`src/rtl/mod_regfile_wb_pkg.sv`:
```
// Shared definitions for the register-file write side.
//
// Contents:
//   DATA_W, NREG, ADDR_W : register width, storage register count, address width.
//   NULL_REG             : the null register address. It is never stored and always reads zero.
//   wb_entry_t           : writeback stage entry {valid, dest, data}.
//
// Configuration macro used by the users of this package: WB_BYTE_MASK_EN
package mod_pkg;

    localparam int DATA_W = 16;
    localparam int NREG   = 7;
    localparam int ADDR_W = 3;

    localparam logic [ADDR_W-1:0] NULL_REG = 3'b111;

    typedef struct packed {
        logic              valid;
        logic [ADDR_W-1:0] dest;
        logic [DATA_W-1:0] data;
    } wb_entry_t;

    // An invalid entry always presents the null tag with zero data.
    // The operand read muxes test the bypass first, so this keeps reads of address 7 at zero.
    localparam wb_entry_t WB_EMPTY = '{valid: 1'b0, dest: NULL_REG, data: '0};

endpackage

```
`src/rtl/mod_regfile_wb_merge.sv`:
```
// Byte-lane merge for partial register writes.
//
// Ports:
//   base    in  DATA_W : current register contents, supplying the disabled lanes.
//   wdata   in  DATA_W : new write data, supplying the enabled lanes.
//   byte_en in  2      : bit0 selects [7:0], bit1 selects [15:8].
//   merged  out DATA_W : the combined word.
//
// This module is instantiated only when WB_BYTE_MASK_EN is defined.
module mod_wb_merge
    import mod_pkg::*;
(
    input  logic [DATA_W-1:0] base,
    input  logic [DATA_W-1:0] wdata,
    input  logic [1:0]        byte_en,
    output logic [DATA_W-1:0] merged
);

    always_comb begin
        merged[7:0]  = byte_en[0] ? wdata[7:0]  : base[7:0];
        merged[15:8] = byte_en[1] ? wdata[15:8] : base[15:8];
    end

endmodule

```
`src/rtl/mod_regfile_wb.sv`:
```
// Writeback pipeline stage plus seven 16-bit storage registers.
// This is the write side of the flattened general-purpose register file.
//
// Ports:
//   clk, rst        : rising-edge clock; synchronous active-high reset.
//   mem_valid       : the MEM stage holds a register-writing instruction.
//   mem_dest        : destination register of the MEM instruction.
//   mem_is_load     : 1 writes mem_load_data; 0 writes mem_alu_data.
//   mem_alu_data    : ALU result from the MEM stage.
//   mem_load_data   : data-memory read result.
//   stall           : hold the WB entry; MEM inputs are ignored.
//   flush           : drop the MEM entry being captured this cycle.
//   mem_byte_en     : per-byte write enables (only with WB_BYTE_MASK_EN).
//   raw_data_112    : packed array; register i is at bits [16i+15:16i].
//   dest_address_wb : WB-stage destination, used as the bypass tag.
//   data_wb         : WB-stage data, used as the bypass value.
//   reg_written     : sticky per-register "written since reset" flags.
//
// Optional feature macro: WB_BYTE_MASK_EN (adds byte-masked writes).
// All outputs come directly from registers.
module mod_regfile_wb
    import mod_pkg::*;
(
    input  logic                   clk,
    input  logic                   rst,
    input  logic                   mem_valid,
    input  logic [ADDR_W-1:0]      mem_dest,
    input  logic                   mem_is_load,
    input  logic [DATA_W-1:0]      mem_alu_data,
    input  logic [DATA_W-1:0]      mem_load_data,
    input  logic                   stall,
    input  logic                   flush,
`ifdef WB_BYTE_MASK_EN
    input  logic [1:0]             mem_byte_en,
`endif
    output logic [NREG*DATA_W-1:0] raw_data_112,
    output logic [ADDR_W-1:0]      dest_address_wb,
    output logic [DATA_W-1:0]      data_wb,
    output logic [NREG-1:0]        reg_written
);

    wb_entry_t               wb_q;
    logic [NREG*DATA_W-1:0]  array_q;
    logic [NREG-1:0]         written_q;

    logic                    capture;
    logic [DATA_W-1:0]       full_data;
    logic [DATA_W-1:0]       wb_data_next;

    always_comb begin
        full_data = mem_is_load ? mem_load_data : mem_alu_data;
        capture   = mem_valid && !stall && !flush && (mem_dest < ADDR_W'(NREG));
`ifdef WB_BYTE_MASK_EN
        capture   = capture && (mem_byte_en != 2'b00);
`endif
    end

`ifdef WB_BYTE_MASK_EN
    logic [DATA_W-1:0] array_word;
    logic [DATA_W-1:0] merge_base;

    // The array lags the WB stage by one edge. A pending write to the same
    // register must therefore supply the base, not the stale array word.
    always_comb begin
        array_word = '0;
        for (int i = 0; i < NREG; i++) begin
            if (mem_dest == ADDR_W'(i)) begin
                array_word = array_q[i*DATA_W +: DATA_W];
            end
        end
        merge_base = (wb_q.valid && !flush && (wb_q.dest == mem_dest)) ? wb_q.data : array_word;
    end

    mod_wb_merge u_merge (
        .base    (merge_base),
        .wdata   (full_data),
        .byte_en (mem_byte_en),
        .merged  (wb_data_next)
    );
`else
    assign wb_data_next = full_data;
`endif

    // A valid WB entry commits on every edge. It repeats while stalled, which is harmless.
    // Flush still lets the current entry commit; it only stops the new capture.
    always_ff @(posedge clk) begin
        if (rst) begin
            wb_q      <= WB_EMPTY;
            array_q   <= '0;
            written_q <= '0;
        end else begin
            for (int i = 0; i < NREG; i++) begin
                if (wb_q.valid && (wb_q.dest == ADDR_W'(i))) begin
                    array_q[i*DATA_W +: DATA_W] <= wb_q.data;
                    written_q[i]                <= 1'b1;
                end
            end
            if (flush) begin
                wb_q <= WB_EMPTY;
            end else if (!stall) begin
                if (capture) begin
                    wb_q <= '{valid: 1'b1, dest: mem_dest, data: wb_data_next};
                end else begin
                    wb_q <= WB_EMPTY;
                end
            end
        end
    end

    assign raw_data_112    = array_q;
    assign dest_address_wb = wb_q.dest;
    assign data_wb         = wb_q.data;
    assign reg_written     = written_q;

endmodule

```
`config.mk`:
```
export PLATFORM = sky130hd
export DESIGN_NAME = mod_regfile_wb
export DESIGN_NICKNAME = d
export VERILOG_FILES = /design/src/rtl/mod_regfile_wb_pkg.sv /design/src/rtl/mod_regfile_wb_merge.sv /design/src/rtl/mod_regfile_wb.sv
export SDC_FILE = /design/constraint.sdc
export NUM_CORES = 1
export LEC_CHECK = 0
export BUFFER_PORTS_ARGS = -buffer_cell sky130_fd_sc_hd__buf_2
export CORE_MARGIN = 2
export CORE_UTILIZATION = 39
export DETAILED_ROUTE_END_ITERATION = 10
export HOLD_SLACK_MARGIN = 0.1
export MAX_ROUTING_LAYER = met4
export PLACE_DENSITY = 0.71
export SLEW_MARGIN = 20
export SYNTH_ARGS = -nofsm -noshare
export SYNTH_HDL_FRONTEND = slang
export SYNTH_SLANG_ARGS = --single-unit
```
`constraint.sdc`:
```
create_clock -name clk -period 3.5 [get_ports clk]
set_input_delay 0.7 -clock clk [delete_from_list [all_inputs] [get_ports clk]]
set_output_delay 0.7 -clock clk [all_outputs]
set_load 0.005 [all_outputs]
```
After elaboration in Yosys (flattened, before gate mapping)
Cells that the tools add are included.

word-level totals
  flip-flop bits (word level) = 139
  input bits = 41
  output and inout port bits = 138
  logic and storage cells = 40

cells by class
  $lt $le $gt $ge = 1
  equality and inequality tests = 6
  mux-type cells = 2
  reductions and logical operators = 14

operator list
  operator            number
  $mux 20             1
  $mux 16             1
  $logic_and 1x1->1   10
  $eq 3x3->1 const B  3
  $eq 3x2->1 const B  2
  $eq 3x1->1 const B  1
  $logic_not 3->1     1
  $lt 3x3->1 const B  1
  $logic_not 1->1     2
  $reduce_or 2->1     1

Longest topological paths before layout
Gate-level depths: netlist of run 1.

  word-level depth = 5
  depth in mapped cells = 6

Least setup slack after synthesis of run 1
No wires, ideal clock.

  path type = input to register
  start = input stall
  end = register wb_q (netlist bit data_wb[10])
  setup time = 0.087 ns
  arrival time = 1.595 ns
  path slack = 1.817 ns
  cell stages on the path = 5
  buffers on the path = 2
  path through = nand2b_4 a311o_1 buf_2 buf_2 o31ai_1

on the way
  longest elaborated chain between the ends = 5

RTL lines
  what                            RTL line               source
  from (decl)                     mod_regfile_wb.sv:31   input logic stall,
  $logic_not 1->1                 -
  $logic_and 1x1->1 (3 in a row)  mod_regfile_wb.sv:52   capture = mem_valid && !stall && !flush && (mem_dest < ADDR_W'(NREG));
  $mux 20                         mod_regfile_wb.sv:101  if (capture) begin
  to (signal assigned)            mod_regfile_wb.sv:102  wb_q <= '{valid: 1'b1, dest: mem_dest, data: wb_data_next};
  to (decl)                       mod_regfile_wb.sv:42   wb_entry_t wb_q;

Parallel ways exist; a longest one is shown, timed or not.
A chain may end at the register's enable or synchronous reset.

Final worst setup path of run 1
  start = register wb_q (netlist bit data_wb[7])
  end = output data_wb[7]

RTL lines
  what       RTL line              source
  to (decl)  mod_regfile_wb.sv:38  output logic [DATA_W-1:0] data_wb,

No word-level cell between the ends.

==> flow_summary.ini, run 1 <==
[clocking]
holdBufCountCts = 0
insertion_delay_ns = 0.41
root_buffer = clkbuf_16
clk_pin_slew_ns = 0.06
clk_path_buf_depth = 2
cts_sinks = 139
postCtsSetupBuffers = 0
cts_resized = 0
cts_buffers = 17
cts_max_level = 4
tritoncts = yes

[min_path]
hold_path.class = reg2reg

[floorplanning]
core_area_mm2 = 0.0133
num_rows = 42
die_h_um = 121
die_w_um = 121
start_util_pct = 40.2
die-area_mm2 = 0.0147
io_pins = 179

[synth]
syn_inst = 649
synthArstFlopShare_pct = 0
syn_avg_cell_area_um2 = 8.26
synth_top_area_share_pct = 51.9
synth-edff-count = 0
synth_nets = 690
synth_area_leaders = dfxtp_1 52%, nand2_1 16%, a21oi_1 10%
synth.distinct_cells = 25
syn_area_mm2 = 0.00536
yosys.area.top_type = dfxtp_1
synth.most_common_cell = nand2_1
ys.flop_type = dfxtp_1
yosysSeqAreaShare_pct = 51.9
ys_ff_latch = 139
synth_common_cells = 228 x nand2_1, 139 x dfxtp_1, 112 x a21oi_1
yosysWarnings = 0

[sta]
rsz0062_at_grt = false
finalHoldViolCount = 0
period_minus_slack_ns = 2.06
tightest_slew_ns = 0.857
fmax_ghz = 0.486
max_slew_margin_pct = 42.6
period_share_pct = 58.7
finalSetupViolations = 0
slew_viol_final = 0
skew_ns = 0.00842
fin_tns_setup_ns = 0

[power]
power_leakage_uw = 0.00278
total_power_uw = 3510
peakVddDrop_mv = 0.255
powerDensity_mw_per_mm2 = 534

[placed_design]
portBuffers = 178
dp_hpwl_um = 10000
place_congestion = 0.742
placed_area_mm2 = 0.00596

[drt]
drtIter0Drc = 360
detail-route-antenna-nets = 0
post-route-drc-count = 0
wl_per_cell_um = 16.1
dr.pass1.iters = 5
vias = 4681
routed_wl_um = 15300
viasPerCell = 4.92

[global_routing]
antenna_found_initial = 0
grt_pass1_wl_um = 23200
first_global_vias = 4186
overflow = 0
grt_max_degree = 63
globalRouteTotalUtil_pct = 21.7

[finish]
diodes = 0
fillers = 1381
fin_area_mm2 = 0.00657
syn2layout_area_growth_pct = 22.6
fin_nets = 803
final_layout_size_suffix_gt1_share_pct = 28.1

[critical_path]
rrSetupSlack_ns = 1.63
endpoint = data_wb[7]
r2r-end = raw_data_112[88]
crit_cells = 1
slowest_delay_ns = 0.72
path_cells = buf_2
r2r_cells = 3
critical_path.max_fanout = 9
cp_slowest_cell = dfxtp_1
crit_family = flip-flops
cp_num_buf_inv = 1
cp-end-kind = output pin
cp-startpoint = data_wb[7]
worstPathRequired_ns = 2.80
reg2reg_from = dest_address_wb[0]
cp-start-kind = flip-flop
crit_type = reg2out
cp.arrival_ns = 1.36

[run_status]
status = complete, no violations

[job]
maxCapViolations = 0
-- logic make-up after synthesis --
logic type	after synthesis	share of synthesized area, %
simple gates	275	21.9
flops	139	51.9
mux	16	2.99
buf+inv	86	9.82
compound gates	133	13.4
-- where the power goes --
group | internal (uW) | switching, uW
Combinational | 33.1 | 54.2
Clock | 1140 | 681
Sequential | 1590 | 13.5
-- cell type report --
| class | instances | area (um^2) | area share (%) |
|---|---|---|---|
| inverter | 1 | 3.75 | 0.0571 |
| tap | 176 | 220 | 3.35 |
| clock inverter | 13 | 168 | 2.55 |
| timing repair buffer | 179 | 901 | 13.7 |
| clock buffer | 19 | 443 | 6.74 |
| multi-input combinational | 424 | 2060 | 31.3 |
| sequential | 139 | 2780 | 42.3 |
-- sequential cells by signal (all words and copies together), names as in the netlist --
register / count
reg_written: 7
data_wb: 16
dest_address_wb: 3
raw_data_112: 112
wb_q: 1
-- placed cells by master (no fill, tap or decap), drive strengths merged --
master | Yosys | layout
and4bb | 3 | 3
mux2i | 16 | 16
a21oi | 113 | 113
nand2 | 228 | 228
clkinvlp | 0 | 2
nand4b | 3 | 3
bufinv | 0 | 3
or2 | 1 | 1
dfxtp | 139 | 139
and4b | 3 | 3
nand3 | 16 | 16
o22ai | 3 | 3
nor4b | 1 | 1
nor2 | 15 | 15
clkbuf | 23 | 19
o31ai | 15 | 15
or4b | 1 | 1
clkinv | 0 | 7
buf | 62 | 179
inv | 1 | 2
nand4bb | 3 | 3
o41ai | 1 | 1
a311o | 1 | 1
nand2b | 1 | 1
-- worst min-delay path by stage --
stage                 startpoint                 to  slack [ns]  depth (start not counted)
4_1_cts        raw_data_112[108]  raw_data_112[108]        0.45                          2
5_1_grt         raw_data_112[43]   raw_data_112[43]        0.47                          2
2_1_floorplan    raw_data_112[0]    raw_data_112[0]        0.45                          2
6_report       raw_data_112[108]  raw_data_112[108]        0.45                          2
3_5_place_dp   raw_data_112[108]  raw_data_112[108]        0.44                          2
3_3_place_gp    raw_data_112[22]   raw_data_112[22]        0.44                          2
-- metrics by stage --
stage	hold WS (ns)	std cells	util (%)	worst slack [ns]
3_3_place_gp	0.438	919	44.7	1.20
3_5_place_dp	0.443	919	44.7	1.16
2_1_floorplan	0.453	649	-	1.82
5_1_grt	0.469	951	49.3	1.37
4_1_cts	0.451	951	49.2	1.37
6_report	0.449	951	49.3	1.44
-- layer usage --
metal / global-route usage (%) / up-vias / part of all wire, %
li1: - / 2339 / -
met1: 28.2 / 2171 / 44
met2: 34.0 / 159 / 48
met3: 5.50 / 12 / 6.4
met4: 5.17 / 0 / 0.87
met5: - / - / 0
No activity file was read; power rests on OpenSTA's default activity.
==> inputs of run 2 (changes only) <==
- clock period: 3.5 -> 2.02 ns (I/O delays scaled with it)
==> flow_summary.ini, run 2 (synthesis results as in run 1) <==
[finish]
final_util_pct = 51.0
fin_nets = 833
final_layout_size_suffix_gt1_share_pct = 30.5
syn2layout_area_growth_pct = 26.9
fin_cells = 979
fillers = 1315
seq_area_mm2 = 0.00278
diodes = 0
final_cell_mix = 228 x nand2_1, 177 x buf_2, 139 x dfxtp_1
fin_area_mm2 = 0.00681
largest_reg_flops = 112
mostFrequentLayoutCell = nand2_1
multi_input_area_mm2 = 0.00205

[clocking]
clk_pin_slew_ns = 0.05
clk_path_buf_depth = 2
cts_max_level = 4
insertion_delay_ns = 0.42
cts_sinks = 139
tritoncts = yes
holdBufCountCts = 0
cts_buffers = 17
postCtsSetupBuffers = 0
cts_resized = 0
root_buffer = clkbuf_16

[sta]
period_share_pct = 83.4
max_slew_margin_pct = 47.0
layout_setup_ws_ns = 0.335
fmax_ghz = 0.593
slew_viol_final = 0
rsz0062_at_grt = false
tightest_slew_ns = 0.794
fin_tns_setup_ns = 0
finalHoldViolCount = 0
period_minus_slack_ns = 1.69
finalSetupViolations = 0
skew_ns = 0.0144

[power]
p_clk_share_pct = 52.7
switchingPower_uw = 1270
swShare_pct = 20.5
powerDensity_mw_per_mm2 = 913
comb_power_share_pct = 2.9
pwr-share-seq_pct = 44.3
power_leakage_uw = 0.00294
peakVddDrop_mv = 0.487
internal_power_uw = 4940

[critical_path]
slowest_delay_ns = 0.65
worstPathRequired_ns = 1.62
crit_type = reg2out
r2r_cells = 3
critical_path.max_fanout = 9
cp-start-kind = flip-flop
cp_slowest_cell = dfxtp_1
reg2reg_from = dest_address_wb[1]
cp_num_buf_inv = 1
cp-startpoint = data_wb[3]
cp-end-kind = output pin
crit_cells = 1
crit_family = flip-flops
cp.arrival_ns = 1.28
path_cells = buf_2

[floorplanning]
die_h_um = 121
io_pins = 179
core_area_mm2 = 0.0133
die-area_mm2 = 0.0147
num_rows = 42
die_w_um = 121
start_util_pct = 40.2

[drt]
drtIter0Drc = 421
vias = 4836
dr.pass1.iters = 5
routed_wl_um = 16100
viasPerCell = 4.94
wl_per_cell_um = 16.4
detail-route-antenna-nets = 0
post-route-drc-count = 0

[placed_design]
portBuffers = 178
dp_slack_ns = 0.326
place_congestion = 0.777
placedCellCount = 949
dp_hpwl_um = 10600
placed_area_mm2 = 0.00619

[run_status]
status = complete, no violations

[min_path]
hp-start = mem_dest[1]
hold_depth = 3
hold_path.class = in2reg

[global_routing]
grt_max_degree = 63
first_global_vias = 4314
overflow = 0
globalRouteTotalUtil_pct = 22.4
grt_pass1_wl_um = 23900
antenna_found_initial = 0

[job]
maxCapViolations = 0
run 2: cell type report:
type | count | area share, %
Tap cell | 176 | 3.23
Inverter | 1 | 0.0551
Sequential cell | 139 | 40.9
Clock buffer | 20 | 6.71
Timing Repair Buffer | 209 | 16.5
Multi-Input combinational cell | 424 | 30.2
Clock inverter | 10 | 2.43
run 2: routing by layer:
layer / GRT usage [%] / vias up / wire, um
li1: - / 2392 / -
met4: 6.61 / 0 / 172
met5: - / - / 0
met2: 34.9 / 185 / 7670
met3: 4.93 / 13 / 1130
met1: 29.3 / 2246 / 7110
run 2: through the flow:
stage / hold WS (ns) / power [uW]
2_1_floorplan: 0.453 / 2920
3_3_place_gp: 0.439 / 2990
3_5_place_dp: 0.443 / 3000
4_1_cts: 0.222 / 6260
5_1_grt: 0.245 / 6390
6_report: 0.246 / 6210
run 2: power by group through the flow:
| stage | Clock [uW] | Combinational, uW | Sequential (uW) |
|---|---|---|---|
| CTS | 3320 | 182 | 2750 |
| global route | 3440 | 199 | 2750 |
| global placement | 0 | 180 | 2810 |
| detailed placement | 0 | 182 | 2810 |
| floorplan | 0 | 112 | 2810 |
| finish | 3280 | 182 | 2750 |
run 2: path summary, 6_finish.rpt:
check	endpoint	slack [ns]
min reg2reg	raw_data_112[96]	0.45
min	dest_address_wb[1]	0.25
max	data_wb[3]	0.33
max reg2reg	raw_data_112[10]	0.36
==> inputs of run 3 (changes only) <==
- clock period: 2.02 -> 1.7 ns (I/O delays scaled with it)
==> flow_summary.ini, run 3 (synthesis results as in run 1) <==
[run_status]
status = complete, no violations

[min_path]
hold_path.class = in2reg
hp-start = mem_dest[0]
min_to = dest_address_wb[0]
hold_depth = 3

[finish]
largest_reg_flops = 112
fin_cells = 986
diodes = 0
final_cell_mix = 228 x nand2_1, 177 x buf_2, 139 x dfxtp_1
final_layout_size_suffix_gt1_share_pct = 31.2
fin_nets = 838
syn2layout_area_growth_pct = 29.0
mostFrequentLayoutCell = nand2_1

[power]
peakVddDrop_mv = 0.695
power_leakage_uw = 0.00300
total_power_uw = 7800
powerDensity_mw_per_mm2 = 1130

[placed_design]
dp_hpwl_um = 10700
place_congestion = 0.810
dp_slack_ns = 0.243
portBuffers = 178
placedCellCount = 954

[global_routing]
first_global_vias = 4454
antenna_found_initial = 0
grt_pass1_wl_um = 24400
globalRouteTotalUtil_pct = 22.9
grt_max_degree = 65
overflow = 0

[sta]
rsz0062_at_grt = false
fin_tns_setup_ns = 0
max_slew_margin_pct = 54.9
slew_viol_final = 0
fmax_ghz = 0.628
finalHoldViolCount = 0
skew_ns = 0.00973
layout_setup_ws_ns = 0.106
tightest_slew_ns = 0.677
period_minus_slack_ns = 1.59
period_share_pct = 93.7
finalSetupViolations = 0
whs_ns = 0.181

[drt]
routed_wl_um = 16300
wl_per_cell_um = 16.6
viasPerCell = 5.01
dr.pass1.iters = 5
detail-route-antenna-nets = 0
drtIter0Drc = 395
post-route-drc-count = 0
vias = 4942

[clocking]
cts_resized = 0
insertion_delay_ns = 0.42
clk_path_buf_depth = 2
cts_sinks = 139
postCtsSetupBuffers = 0
clk_pin_slew_ns = 0.06
holdBufCountCts = 0
tritoncts = yes
cts_max_level = 4
cts_buffers = 17
root_buffer = clkbuf_16

[critical_path]
crit_family = flip-flops
path_cells = buf_2
reg2reg_from = dest_address_wb[1]
rrSetupSlack_ns = 0.23
critical_path.max_fanout = 16
cp-end-kind = output pin
worstPathRequired_ns = 1.36
cp_num_buf_inv = 1
cp-start-kind = flip-flop
cp.arrival_ns = 1.25
r2r_cells = 4
slowest_delay_ns = 0.61
r2r-end = raw_data_112[4]
cp_slowest_cell = dfxtp_1
crit_type = reg2out

[floorplanning]
io_pins = 179
num_rows = 42
die_w_um = 121
die_h_um = 121
core_area_mm2 = 0.0133
start_util_pct = 40.2
die-area_mm2 = 0.0147

[job]
maxCapViolations = 0
run 3: cell count changes in the layout (fill, tap and decap cells not counted), sizes merged:
cell,before,now
buf,209,214
bufinv,4,6
clkbuf,20,21
clkinv,4,3
clkinvlp,0,1
inv,3,2
run 3: report_power, final:
group          switching, uW  total [uW]  internal, uW
Clock                   1400        4310          2910
Combinational            135         217          82.2
Sequential              9.71        3270          3260
run 3: per-layer routing:
metal | up-vias | global-route usage [%] | share of wire (%)
met5 | - | - | 0
met4 | 0 | 7.18 | 1.4
met2 | 220 | 36.7 | 47
met1 | 2300 | 28.4 | 44
met3 | 15 | 5.97 | 7.1
li1 | 2407 | - | -
run 3: worst max path at each step:
stage | start | end | slack [ns] | cells past startpoint
after CTS | dest_address_wb[1] | dest_address_wb[1] | 0.1 | 1
final | dest_address_wb[1] | dest_address_wb[1] | 0.11 | 1
after global placement | wb_q[19] | raw_data_112[75] | 0.27 | 4
after floorplan | dest_address_wb[2] | raw_data_112[14] | 0.32 | 5
after global routing | dest_address_wb[1] | dest_address_wb[1] | 0.02 | 1
after detailed placement | dest_address_wb[1] | raw_data_112[36] | 0.24 | 3
run 3: cell type report:
class / count / area, um^2
timing repair buffer: 214 / 1160
multi-input combinational: 424 / 2050
fill: 1305 / 6430
sequential: 139 / 2780
tap: 176 / 220
inverter: 1 / 3.75
clock inverter: 11 / 211
clock buffer: 21 / 480
run 3: stage by stage:
stage          utilization (%)  area (um^2)
2_1_floorplan                -         5360
5_1_grt                   51.8         6920
3_3_place_gp              46.6         6220
4_1_cts                   51.8         6920
6_report                  51.8         6920
3_5_place_dp              46.6         6220
